<file path="config.mk">
export PLATFORM = sky130hd
export DESIGN_NAME = screen_painter
export DESIGN_NICKNAME = d
export VERILOG_FILES = /design/src/rtl/snake_gfx_pkg.sv /design/src/rtl/screen_scan_counter.sv /design/src/rtl/screen_painter.sv
export SDC_FILE = /design/constraint.sdc
export NUM_CORES = 1
export LEC_CHECK = 0
export CAP_MARGIN = 10
export CORE_ASPECT_RATIO = 0.8
export CORE_MARGIN = 4
export CORE_UTILIZATION = 50
export CTS_CLUSTER_DIAMETER = 30
export DETAILED_ROUTE_END_ITERATION = 8
export PLACE_DENSITY = 0.8
export SYNTH_ARGS = -nofsm -noshare
export SYNTH_HDL_FRONTEND = slang
export SYNTH_SLANG_ARGS = --single-unit
</file>
<file path="constraint.sdc">
create_clock -name clk -period 2.7 [get_ports clk]
set_input_delay 0.81 -clock clk [delete_from_list [all_inputs] [get_ports clk]]
set_output_delay 0.81 -clock clk [all_outputs]
set_load 0.005 [all_outputs]
</file>
<file path="src/rtl/snake_gfx_pkg.sv">
// Shared graphics definitions for the snake game drawers: paint modes,
// default screen geometry and common colours.
package snake_gfx_pkg;

    typedef enum logic [1:0] {
        MODE_SOLID  = 2'd0,
        MODE_IMAGE  = 2'd1,
        MODE_KEYED  = 2'd2,
        MODE_INVERT = 2'd3
    } paint_mode_e;

    localparam int unsigned DEF_SCREEN_W = 160;
    localparam int unsigned DEF_SCREEN_H = 120;
    localparam int unsigned DEF_COLOUR_W = 3;
    localparam int unsigned DEF_X_W      = 8;
    localparam int unsigned DEF_Y_W      = 7;
    localparam int unsigned DEF_ADDR_W   = 15;
    localparam int unsigned DEF_NUM_IMG  = 2;

    localparam logic [2:0] BLACK = 3'b000;
    localparam logic [2:0] RED   = 3'b100;

endpackage

</file>
<file path="src/rtl/screen_scan_counter.sv">
// Raster scan counter: x/y plus a linear address kept in step without division,
// with a registered flag marking the final pixel of the frame.
module screen_scan_counter #(
    parameter int unsigned SCREEN_W = 160,
    parameter int unsigned SCREEN_H = 120,
    parameter int unsigned X_W      = 8,
    parameter int unsigned Y_W      = 7,
    parameter int unsigned ADDR_W   = 15
) (
    input  logic              clk,
    input  logic              rst,
    input  logic              clear_i,
    input  logic              advance_i,
    output logic [X_W-1:0]    x_o,
    output logic [Y_W-1:0]    y_o,
    output logic [ADDR_W-1:0] addr_o,
    output logic              last_o
);

    localparam logic [X_W-1:0] X_LAST = X_W'(SCREEN_W - 1);
    localparam logic [Y_W-1:0] Y_LAST = Y_W'(SCREEN_H - 1);

    logic [X_W-1:0]    x_q, x_d;
    logic [Y_W-1:0]    y_q, y_d;
    logic [ADDR_W-1:0] addr_q, addr_d;
    logic              last_q, last_d;

    // Clear wins over advance; the address wraps together with the raster.
    always_comb begin
        x_d    = x_q;
        y_d    = y_q;
        addr_d = addr_q;
        last_d = last_q;
        if (clear_i) begin
            x_d    = '0;
            y_d    = '0;
            addr_d = '0;
            last_d = (X_LAST == '0) && (Y_LAST == '0);
        end else if (advance_i) begin
            if (x_q == X_LAST) begin
                x_d = '0;
                y_d = (y_q == Y_LAST) ? '0 : y_q + Y_W'(1);
            end else begin
                x_d = x_q + X_W'(1);
            end
            addr_d = last_q ? '0 : addr_q + ADDR_W'(1);
            last_d = (x_d == X_LAST) && (y_d == Y_LAST);
        end
    end

    always_ff @(posedge clk) begin
        if (!rst) begin
            x_q    <= '0;
            y_q    <= '0;
            addr_q <= '0;
            last_q <= 1'b0;
        end else begin
            x_q    <= x_d;
            y_q    <= y_d;
            addr_q <= addr_d;
            last_q <= last_d;
        end
    end

    assign x_o    = x_q;
    assign y_o    = y_q;
    assign addr_o = addr_q;
    assign last_o = last_q;

endmodule

</file>
<file path="src/rtl/screen_painter.sv">
// Full-screen paint engine: sweeps every pixel once per start, painting from a
// solid colour, an image ROM, a colour-keyed image or an inverted image.
module screen_painter
    import snake_gfx_pkg::*;
#(
    parameter int unsigned SCREEN_W = DEF_SCREEN_W,
    parameter int unsigned SCREEN_H = DEF_SCREEN_H,
    parameter int unsigned COLOUR_W = DEF_COLOUR_W,
    parameter int unsigned X_W      = DEF_X_W,
    parameter int unsigned Y_W      = DEF_Y_W,
    parameter int unsigned ADDR_W   = DEF_ADDR_W,
    parameter int unsigned NUM_IMG  = DEF_NUM_IMG
) (
    input  logic                       clk,
    input  logic                       rst,
    input  logic                       start,
    input  logic                       abort,
    input  logic [1:0]                 mode,
    input  logic [$clog2(NUM_IMG)-1:0] img_sel,
    input  logic [COLOUR_W-1:0]        fill_colour,
    input  logic [COLOUR_W-1:0]        key_colour,
    input  logic [COLOUR_W-1:0]        sub_colour,
    output logic [ADDR_W-1:0]          rom_addr,
    output logic [$clog2(NUM_IMG)-1:0] rom_sel,
    input  logic [COLOUR_W-1:0]        rom_data,
    output logic [X_W-1:0]             x,
    output logic [Y_W-1:0]             y,
    output logic [COLOUR_W-1:0]        colour,
    output logic                       plot,
    output logic                       busy,
    output logic                       done
);

    localparam int unsigned SEL_W = $clog2(NUM_IMG);

    typedef enum logic [1:0] {
        ST_IDLE  = 2'd0,
        ST_SWEEP = 2'd1,
        ST_FLUSH = 2'd2,
        ST_DONE  = 2'd3
    } state_e;

    state_e              state_q, state_d;
    logic                v0_q, v0_d;
    logic                vm_q, vm_d;
    logic [X_W-1:0]      xm_q;
    logic [Y_W-1:0]      ym_q;
    paint_mode_e         mode_q, mode_d;
    logic [SEL_W-1:0]    sel_q, sel_d;
    logic [COLOUR_W-1:0] fill_q, fill_d, key_q, key_d, sub_q, sub_d;
    logic [X_W-1:0]      x_q, x_d;
    logic [Y_W-1:0]      y_q, y_d;
    logic [COLOUR_W-1:0] colour_q, colour_d, pix;
    logic                plot_q, plot_d, busy_q, busy_d, done_q, done_d;
    logic                clear, advance, kill;
    logic [X_W-1:0]      x0;
    logic [Y_W-1:0]      y0;
    logic                last0;

    screen_scan_counter #(
        .SCREEN_W(SCREEN_W),
        .SCREEN_H(SCREEN_H),
        .X_W     (X_W),
        .Y_W     (Y_W),
        .ADDR_W  (ADDR_W)
    ) u_scan (
        .clk      (clk),
        .rst      (rst),
        .clear_i  (clear),
        .advance_i(advance),
        .x_o      (x0),
        .y_o      (y0),
        .addr_o   (rom_addr),
        .last_o   (last0)
    );

    // Colour for the pixel whose ROM word is on rom_data this cycle.
    always_comb begin
        pix = rom_data;
        case (mode_q)
            MODE_SOLID: pix = fill_q;
            MODE_IMAGE: pix = rom_data;
            MODE_KEYED: pix = (rom_data == key_q) ? sub_q : rom_data;
            default:    pix = ~rom_data;
        endcase
    end

    // Sweep control; SWEEP holds one extra cycle after the last issue so that
    // FLUSH coincides with the final plot.
    always_comb begin
        state_d  = state_q;
        v0_d     = v0_q;
        vm_d     = 1'b0;
        clear    = 1'b0;
        advance  = 1'b0;
        mode_d   = mode_q;
        sel_d    = sel_q;
        fill_d   = fill_q;
        key_d    = key_q;
        sub_d    = sub_q;
        kill     = 1'b0;
        case (state_q)
            ST_IDLE: begin
                if (start) begin
                    state_d = ST_SWEEP;
                    clear   = 1'b1;
                    v0_d    = 1'b1;
                    mode_d  = paint_mode_e'(mode);
                    sel_d   = img_sel;
                    fill_d  = fill_colour;
                    key_d   = key_colour;
                    sub_d   = sub_colour;
                end
            end
            ST_SWEEP: begin
                vm_d = v0_q;
                if (v0_q) begin
                    if (last0) v0_d = 1'b0;
                    else       advance = 1'b1;
                end else begin
                    state_d = ST_FLUSH;
                end
            end
            ST_FLUSH: state_d = ST_DONE;
            default:  state_d = ST_IDLE;
        endcase
        if (abort && (state_q == ST_SWEEP || state_q == ST_FLUSH)) begin
            kill    = 1'b1;
            state_d = ST_IDLE;
            v0_d    = 1'b0;
            vm_d    = 1'b0;
            advance = 1'b0;
        end
        plot_d   = vm_q && !kill;
        x_d      = plot_d ? xm_q : '0;
        y_d      = plot_d ? ym_q : '0;
        colour_d = plot_d ? pix : '0;
        busy_d   = (state_d == ST_SWEEP) || (state_d == ST_FLUSH);
        done_d   = (state_q == ST_DONE);
    end

    always_ff @(posedge clk) begin
        if (!rst) begin
            state_q  <= ST_IDLE;
            v0_q     <= 1'b0;
            vm_q     <= 1'b0;
            xm_q     <= '0;
            ym_q     <= '0;
            mode_q   <= MODE_SOLID;
            sel_q    <= '0;
            fill_q   <= '0;
            key_q    <= '0;
            sub_q    <= '0;
            x_q      <= '0;
            y_q      <= '0;
            colour_q <= '0;
            plot_q   <= 1'b0;
            busy_q   <= 1'b0;
            done_q   <= 1'b0;
        end else begin
            state_q  <= state_d;
            v0_q     <= v0_d;
            vm_q     <= vm_d;
            xm_q     <= x0;
            ym_q     <= y0;
            mode_q   <= mode_d;
            sel_q    <= sel_d;
            fill_q   <= fill_d;
            key_q    <= key_d;
            sub_q    <= sub_d;
            x_q      <= x_d;
            y_q      <= y_d;
            colour_q <= colour_d;
            plot_q   <= plot_d;
            busy_q   <= busy_d;
            done_q   <= done_d;
        end
    end

    assign rom_sel = sel_q;
    assign x       = x_q;
    assign y       = y_q;
    assign colour  = colour_q;
    assign plot    = plot_q;
    assign busy    = busy_q;
    assign done    = done_q;

endmodule

</file>
After elaboration in Yosys (flattened, before gate mapping)
Cells that the tools add are included.
Widths: inputs -> output; s select.
- $add $sub $neg: 3
- multipliers: 0
- div/mod/pow operators: 0
- magnitude comparators: 0
- equal/unequal tests: 13
- shift-type cells: 0
- muxes and demuxes: 23
- bitwise operators: 3
- reductions and logical operators: 15
- operator list (cell ; count):
    $mux 7 ; 4
    $mux 8 ; 3
    $eq 8x8->1 const B ; 2
    $add 15x1->15 const B ; 1
    $mux 15 ; 1
    $eq 7x7->1 const B ; 2
    $pmux 3 s3 ; 1
    $add 8x1->8 const B ; 1
    $eq 2x2->1 const B ; 4
    $mux 1 ; 8
    $add 7x1->7 const B ; 1
    $eq 2x1->1 const B ; 3
    $mux 2 ; 3
    $pmux 2 s3 ; 1
    $reduce_and 2->1 ; 3
    $logic_not 2->1 ; 2
    $reduce_or 2->1 ; 2
    $eq 3x3->1 ; 1
    $logic_and 1x1->1 ; 3
    $mux 3 ; 1
    $not 3->3 ; 1
    $reduce_or 3->1 ; 1
    $logic_or 1x1->1 ; 2
    $ne 2x2->1 const B ; 1
    other kinds (4) ; 5
- register bits after elaboration: 83
- latch bits: 0
- memory bits (writable): 0
- ROM bits: 0
- input port bits: 19
- output and inout port bits: 37
- word-level logic and storage cells: 77
- memories: 0

Longest topological paths before layout
Gate-level depths: netlist of the first run.
- depth after elaboration: 8
- depth in mapped cells: 9
- depth with buffers taken out: 8

Modules after synthesis
From an unflattened synthesis of the first run, not the netlist that was laid out.
- cell total of the unflattened synthesis: 370
- area total of the unflattened synthesis: 3403.3 um^2
- by module, submodules not included (module ; instances ; cells an instance ; area each (um^2) ; seq. area each (um^2)):
    screen_painter ; 1 ; 179 ; 1831.8 ; 1041.0
    screen_scan_counter ; 1 ; 191 ; 1571.5 ; 620.6

Worst setup path after synthesis of the first run
OpenSTA, ideal clock, no wires.
- kind: input -> register
- from: input abort
- to: register u_scan.addr_q[8] (netlist: u_scan.addr_o[8])
- setup time: 0.072 ns
- arrival: 1.922 ns
- required time: 2.628 ns
- setup slack: 0.706 ns
- cell stages on the path: 5
- buffers on the path: 0
- cells stage by stage: nand2_1 > nor3b_4 > nand4_1 > or3_1 > a21oi_1
- word-level cells in the longest chain between the ends: 2
- ends and longest elaborated chain (item ; line ; RTL):
    from (decl) ; screen_painter.sv:17 ; input logic abort,
    $logic_and 1x1->1 ; screen_painter.sv:127 ; if (abort && (state_q == ST_SWEEP || state_q == ST_FLUSH)) begin
    $mux 1 ; screen_painter.sv:127 ;
    to (signal assigned) ; screen_scan_counter.sv:60 ; addr_q <= addr_d;
    to (decl) ; screen_scan_counter.sv:25 ; logic [ADDR_W-1:0] addr_q, addr_d;
Every way passes these cells.
A chain may end at the register's enable or synchronous reset.

Final worst setup path of the first run
- from: input abort
- to: register u_scan.y_q[4] (netlist: u_scan.y_o[4])
- word-level cells in the longest chain between the ends: 2
- ends and longest elaborated chain (item ; line ; RTL):
    $logic_and 1x1->1 ; screen_painter.sv:127 ;
    $mux 1 ; screen_painter.sv:127 ;
    to (signal assigned) ; screen_scan_counter.sv:59 ; y_q <= y_d;
    to (decl) ; screen_scan_counter.sv:24 ; logic [Y_W-1:0] y_q, y_d;
Every way passes these cells.

==> qor.txt, run 1 <==
Part of the total power dissipated in combinational logic: 17.6%
Crit path max-delay cell type: sky130_fd_sc_hd__clkdlybuf4s50_1
Flip-flop cell with the highest count after synthesis: sky130_fd_sc_hd__dfxtp_1
Detailed-router iteration count before antenna repair: 5
Count of warnings emitted by yosys: 0
DRC violations left: 0
Violation count after the first detailed-routing iteration: 176
# setup viols final: 0
Worst Hold Class: reg2reg
Global routing usage summed across all routing layers: 17.47%
Finished Layout Cells: 527
Final weighted congestion of routability-driven global placement: 0.8434
CP arrival: 2470 ps
Remaining Overflow, GRT: 0
Wire length of the first global-routing pass: 11.47 mm
Largest driver fanout on the critical path: 19
Fraction of post-synthesis cell area in the top cell type by area: 48.36%
PostCTS Resize Cnt: 0
Number of instances in the synthesized netlist: 382
Maximum number of pins on one net before global-route repair: 29
Number of buffers on the longest clock path: 2
R2r worst-path depth: 7
Routed wire length per instance: 12.79 um
Clock edge transition at the registers on the reported setup and hold paths: 80 ps
Overall die area: 8270 um2
Antenna cell count: 0
Post-detailed-route count of antenna-violating nets: 0
Kind of critical path: in2reg
Max capacitance violation total: 0
Share of power burned in the clock network: 35.1%
Ratio of cells with drive above 1 in the final layout: 9.255%
Post-Route Skew: 14.07 ps
Clk sink count: 83
Slowest cell delay on critical path: 390 ps
Net Count, Synth: 409
Area of the multi-input gates: 1640 um2
Final hold viol count: 0
Cell-by-cell trace of the critical path: clkdlybuf4s50_1 > nand2_1 > nor3b_4 > buf_4 > nand2_1 > nor2_1 > nor2_1 > a211oi_1
Number of enable-type register cells in the synthesized netlist: 0
Tightest Pin Transition: 468.8 ps
Async SR Flop Fraction: 0%
Hold-critical path depth: 1
Antenna violations before repair: 0
Routed via count: 2,727
Count of unique library cells instantiated by Yosys: 43
Setup repair after global routing missed its margin: false
Floorplan die height: 82.15 um
Fraction of power spent switching nets: 28.76%
Number of global-route vias before repair: 2,562
Number of buffers inserted for hold repair after clock tree synthesis: 0
Placed cell count: 511
Run status: completed
CP Data Required Time: 2960 ps
Sum of net half-perimeters after detailed placement: 4.632 mm
Top cells by area, synth: sky130_fd_sc_hd__dfxtp_1, sky130_fd_sc_hd__and2_1, sky130_fd_sc_hd__nand2_1, sky130_fd_sc_hd__nor2_1, sky130_fd_sc_hd__xnor2_1
Part of the cycle the worst path needs: 81.83%
CTS tree: yes
Vias per cell: 5.175
Initial cell density of the core: 52.54%
Total Wirelength: 6.739 mm
Switching power total: 0.8302 mW
Ports: 56
Kind of end point of the critical path: flop
Clk_lat worst skew: 350 ps
Startpoint class of the critical path: input port
Number of core rows: 26
Number of synthesized register bits: 83
Minimum period implied by the final worst setup slack: 2209 ps
Maximum resistive drop on vdd: 0.3092 mV
Remaining max-slew budget at the tightest pin: 68.74%
Number of max-slew violations in the final report: 0
Area used by sequential logic in the layout: 1662 um2
Die W: 100.7 um
Syn avg cell area: 8.994 um2
Post-CTS Setup Inserts: 0
Aggregate negative setup slack: 0 ps
Cell chosen for the clock root: sky130_fd_sc_hd__clkbuf_8
Internal Power: 2.057 mW
H-tree lvl count: 3
Layout filler cell count: 538
Post-Syn Area: 3436 um2
# port buffers: 55
Leading area contributor after synthesis: sky130_fd_sc_hd__dfxtp_1
Number of nets in the layout: 465
Leakage: 1.542 nW
Area overhead of the layout relative to synthesis: 24.73%
Power density normalized to cell area: 673.6 nW/um2
Fmax: 452.6 MHz
Sequential cell area fraction in the yosys report: 48.36%
Cts bufs inserted: 9
Part of the total power dissipated in sequential elements: 47.3%
Core area: 6539 um2
[Yosys cell counts, types with 2 or more instances]
cell type	number
sky130_fd_sc_hd__xor2_1	8
sky130_fd_sc_hd__mux2_2	4
sky130_fd_sc_hd__buf_4	2
sky130_fd_sc_hd__nor4b_2	2
sky130_fd_sc_hd__and2_2	2
sky130_fd_sc_hd__a211oi_1	4
sky130_fd_sc_hd__ha_1	8
sky130_fd_sc_hd__or3_1	6
sky130_fd_sc_hd__xnor2_1	13
sky130_fd_sc_hd__a21oi_1	19
sky130_fd_sc_hd__nand2b_1	3
sky130_fd_sc_hd__inv_1	12
sky130_fd_sc_hd__nand3_1	13
sky130_fd_sc_hd__clkbuf_1	13
sky130_fd_sc_hd__nor2b_1	2
sky130_fd_sc_hd__a21boi_0	13
sky130_fd_sc_hd__a31oi_1	4
sky130_fd_sc_hd__and2_1	32
sky130_fd_sc_hd__dfxtp_1	83
sky130_fd_sc_hd__nand4_1	6
sky130_fd_sc_hd__nand2_1	43
sky130_fd_sc_hd__nor3_1	10
sky130_fd_sc_hd__nor3b_1	3
sky130_fd_sc_hd__nor2_1	35
sky130_fd_sc_hd__and3_2	2
sky130_fd_sc_hd__o21ai_0	19
sky130_fd_sc_hd__mux2i_1	2
sky130_fd_sc_hd__and3_1	4
[per-stage QoR]
step                hold WS, ps  cell area, um2  worst slack (ps)  power [mW]  util [%]
finish                    428.7            4285             490.5       2.887     65.54
detailed placement        409.7            4055             157.8       1.900     62.02
CTS                       431.2            4285             498.8       2.914     65.54
global placement          409.0            4055             247.7       1.877     62.02
global route              448.4            4285             400.2       3.053     65.54
floorplan                 405.7            3436             706.3       1.736         -
[power groups by stage]
stage	Combinational [mW]	Clock, mW	Sequential (mW)
after floorplan	0.361	0	1.37
after global placement	0.488	0	1.39
after detailed placement	0.507	0	1.39
after CTS	0.510	1.04	1.36
after global routing	0.576	1.10	1.38
final	0.509	1.01	1.37
[registers in the layout, summed over array words and instances (netlist names)]
name	flops
vm_q	1
colour	3
u_scan.addr_o	15
busy	1
y	7
u_scan.last_o	1
u_scan.x_o	8
key_q	3
fill_q	3
done	1
state_q	2
sub_q	3
u_scan.y_o	7
xm_q	8
plot	1
mode_q	2
v0_q	1
ym_q	7
x	8
rom_sel	1
[cells in the final DEF, fill, tap and decap left out, types with 7 or more instances in the layout]
| cell | Yosys | layout |
|---|---|---|
| sky130_fd_sc_hd__ha_1 | 8 | 8 |
| sky130_fd_sc_hd__buf_4 | 2 | 7 |
| sky130_fd_sc_hd__clkbuf_8 | 1 | 9 |
| sky130_fd_sc_hd__nor2_1 | 35 | 35 |
| sky130_fd_sc_hd__clkdlybuf4s50_1 | 0 | 55 |
| sky130_fd_sc_hd__inv_1 | 12 | 12 |
| sky130_fd_sc_hd__a21boi_0 | 13 | 13 |
| sky130_fd_sc_hd__nand2_1 | 43 | 43 |
| sky130_fd_sc_hd__xnor2_1 | 13 | 13 |
| sky130_fd_sc_hd__nor3_1 | 10 | 10 |
| sky130_fd_sc_hd__xor2_1 | 8 | 8 |
| sky130_fd_sc_hd__nand3_1 | 13 | 13 |
| sky130_fd_sc_hd__o21ai_0 | 19 | 19 |
| sky130_fd_sc_hd__dfxtp_1 | 83 | 83 |
| sky130_fd_sc_hd__a21oi_1 | 19 | 19 |
| sky130_fd_sc_hd__and2_1 | 32 | 32 |
[cell type report]
class / count / share of cell area [%]
Clock inverter: 7 / 2.482
Inverter: 12 / 1.051
Clock buffer: 9 / 2.891
Multi-Input combinational cell: 270 / 38.28
Timing Repair Buffer: 62 / 14.07
Tap cell: 84 / 2.453
Sequential cell: 83 / 38.77
[critical path, delay by kind of cell]
family | cells | cell delay [ps]
AOI/OAI and AO/OA | 1 | 210
and+or+nand+nor | 5 | 770
buffers and inverters | 2 | 670
[routing by layer]
metal	global-route usage, %	routed length (um)
met2	27.79	2989
met4	5.384	81
met5	0	0
met3	6.381	453
met1	22.26	3215
[cell families after synthesis]
family | share of synthesized area (%)
AND/OR/NAND/NOR | 26.66
flip-flops | 48.36
AO/OA/AOI/OAI | 10.92
buffers and inverters | 3.896
XOR/XNOR | 5.353
adder cells (fa/ha/maj) | 2.913
multiplexers | 1.894
[final timing paths]
check                 from  slack, ps       endpoint
min                ym_q[0]        430           y[0]
min reg2reg        ym_q[0]        430           y[0]
max                  abort        490  u_scan.y_o[4]
max reg2reg  u_scan.x_o[1]        550  u_scan.last_o
Power figures use the tool's default switching activity.
==> run 2: changes to the inputs <==
Clock period 2.7 ns to 2.25 ns, I/O delays scaled along.
==> run 2 against run 1 <==
  * Utilization increased by 0.59 points
  * Worst hold slack worse by 4.8 ps
  * Global-route usage grew 0.24 points
  * Setup slack worse by 330 ps
  * Clock skew is 7.9 ps lower
  * Flip-flop and latch count unchanged
  * Via count grew 0.29%
  * Sequential power is 20% higher
  * Wire length is 0.80% lower
  * Die area unchanged
  * Register-to-register slack worse by 390 ps
  * Largest cell class unchanged
  * Largest power group unchanged
==> qor.txt, run 2 (synthesized netlist as in run 1, its figures left out) <==
Run status: completed (unchanged)
Number of nets in the layout: 473 (was 465)
Part of the cycle the worst path needs: 93.08%
Area overhead of the layout relative to synthesis: 25.86% (was 24.73%)
Ratio of cells with drive above 1 in the final layout: 11.09% (was 9.255%)
Kind of end point of the critical path: flop (unchanged)
Routed via count: 2,735 (was 2,727)
Final hold viol count: 0 (unchanged)
Commonest cells after routing, fill and taps aside: sky130_fd_sc_hd__dfxtp_1, sky130_fd_sc_hd__clkdlybuf4s50_1, sky130_fd_sc_hd__nand2_1 (unchanged)
Total Wirelength: 6.685 mm (was 6.739 mm)
CTS tree: yes (unchanged)
Finished Layout Cells: 535 (was 527)
Post-route setup slack: 155.8 ps (was 490.5 ps)
Fmax: 477.5 MHz
Antenna cell count: 0 (unchanged)
Final weighted congestion of routability-driven global placement: 0.8388 (was 0.8434)
Number of global-route vias before repair: 2,604 (was 2,562)
Flip-flop count of the largest register, all copies and words added: 15 (unchanged)
CP top delay family: simple AND/OR/NAND/NOR gates (unchanged)
Cell Area, Placed: 4133 um2 (was 4055 um2)
Post-detailed-route count of antenna-violating nets: 0 (unchanged)
Maximum resistive drop on vdd: 0.4331 mV (was 0.3092 mV)
Global routing usage summed across all routing layers: 17.71% (was 17.47%)
Die W: 100.7 um (unchanged)
Routed wire length per instance: 12.50 um (was 12.79 um)
Clock edge transition at the registers on the reported setup and hold paths: 90 ps (was 80 ps)
Remaining max-slew budget at the tightest pin: 73.50% (was 68.74%)
Kind of critical path: reg2reg (was in2reg)
DRC violations left: 0 (unchanged)
CP Data Required Time: 2560 ps (was 2960 ps)
Overall die area: 8270 um2 (unchanged)
Area used by sequential logic in the layout: 1663 um2 (was 1662 um2)
Largest driver fanout on the critical path: 7 (was 19)
Number of buffers on the longest clock path: 2 (unchanged)
Worst Hold Class: reg2reg (unchanged)
Vias per cell: 5.112 (was 5.175)
Setup repair after global routing missed its margin: false (unchanged)
Commonest non-fill, non-tap cell in the layout: sky130_fd_sc_hd__dfxtp_1 (unchanged)
Clk sink count: 83 (unchanged)
Core area: 6539 um2 (unchanged)
Ports: 56 (unchanged)
Final core occ: 66.13% (was 65.54%)
Remaining Overflow, GRT: 0 (unchanged)
H-tree lvl count: 3 (unchanged)
Floorplan die height: 82.15 um (unchanged)
Detailed-router iteration count before antenna repair: 4 (was 5)
Post-route cell area: 4324 um2 (was 4285 um2)
Wire length of the first global-routing pass: 11.64 mm (was 11.47 mm)
Max capacitance violation total: 0 (unchanged)
CP Buf/Inv Count: 0 (was 2)
Antenna violations before repair: 0 (unchanged)
Violation count after the first detailed-routing iteration: 123 (was 176)
Crit path max-delay cell type: sky130_fd_sc_hd__or3_1 (was sky130_fd_sc_hd__clkdlybuf4s50_1)
Tightest Pin Transition: 394.8 ps (was 468.8 ps)
Final Power: 3.284 mW (was 2.887 mW)
# port buffers: 55 (unchanged)
Post-Route Skew: 6.207 ps (was 14.07 ps)
Clk_lat worst skew: 350 ps (about the same)
Slowest cell delay on critical path: 510 ps (was 390 ps)
Initial cell density of the core: 52.54% (unchanged)
Placed cell count: 518 (was 511)
CP arrival: 2400 ps (was 2470 ps)
Post-placement worst setup slack: -169.1 ps (was 157.8 ps)
Cell chosen for the clock root: sky130_fd_sc_hd__clkbuf_8 (unchanged)
Tightest hold margin: 423.9 ps (was 428.7 ps)
Area of the multi-input gates: 1640 um2 (unchanged)
Cell-by-cell trace of the critical path: ha_1 > nand4_2 > or3_1 > nor4b_2 > a31oi_1 > nor4_2 > a22o_1 (was clkdlybuf4s50_1 > nand2_1 > nor3b_4 > buf_4 > nand2_1 > nor2_1 > nor2_1 > a211oi_1)
Minimum period implied by the final worst setup slack: 2094 ps
Startpoint class of the critical path: flop (was input port)
Power density normalized to cell area: 759.4 nW/um2 (was 673.6 nW/um2)
Leakage: 1.566 nW (was 1.542 nW)
Number of core rows: 26 (unchanged)
Number of max-slew violations in the final report: 0 (unchanged)
# setup viols final: 0 (unchanged)
Layout filler cell count: 556 (was 538)
Sum of net half-perimeters after detailed placement: 4.706 mm (was 4.632 mm)
Cts bufs inserted: 9 (unchanged)
Aggregate negative setup slack: 0 ps (unchanged)
Maximum number of pins on one net before global-route repair: 29 (unchanged)
==> run 2: changes by cell type in the layout (fill, tap and decap cells not counted), sizes merged <==
cell | before | now
buf | 7 | 15
bufinv | 2 | 0
clkinv | 1 | 2
clkinvlp | 0 | 1
==> run 2: cell type report <==
class	instances	area share [%]
Clock inverter	7	1.360
Sequential cell	83	38.45
Multi-Input combinational cell	270	37.93
Tap cell	84	2.431
Timing Repair Buffer	70	15.91
Clock buffer	9	2.865
Inverter	12	1.042
==> run 2: report_power, final <==
| part | internal (mW) | total (mW) | leakage [nW] | switching, mW |
|---|---|---|---|---|
| Combinational | 0.300 | 0.655 | 0.802 | 0.354 |
| Sequential | 1.56 | 1.64 | 0.672 | 0.0785 |
| Clock | 0.420 | 0.989 | 0.0925 | 0.569 |
==> run 2: repair_timing <==
item,CTS,global route
setup buffers,0,1
hold endpoints to repair,0,0
hold buffers,0,0
gates resized for setup,0,1
endpoints found under the setup margin,0,6
==> run 2: final timing paths <==
path	startpoint	end	slack (ps)	depth (start not counted)
max reg2reg	u_scan.x_o[0]	u_scan.last_o	160	7
min	xm_q[1]	x[1]	420	1
max	u_scan.x_o[0]	u_scan.last_o	160	7
min reg2reg	xm_q[1]	x[1]	420	1
==> run 2: per-layer routing <==
layer / part of all wire (%) / wire [um] / global-route usage (%) / vias to the layer above
met5: 0 / 0 / 0 / -
met4: 1.2 / 83 / 5.787 / 0
met3: 6.0 / 403 / 6.633 / 9
met2: 45 / 2989 / 28.78 / 62
met1: 48 / 3208 / 21.87 / 1260
li1: - / - / - / 1404
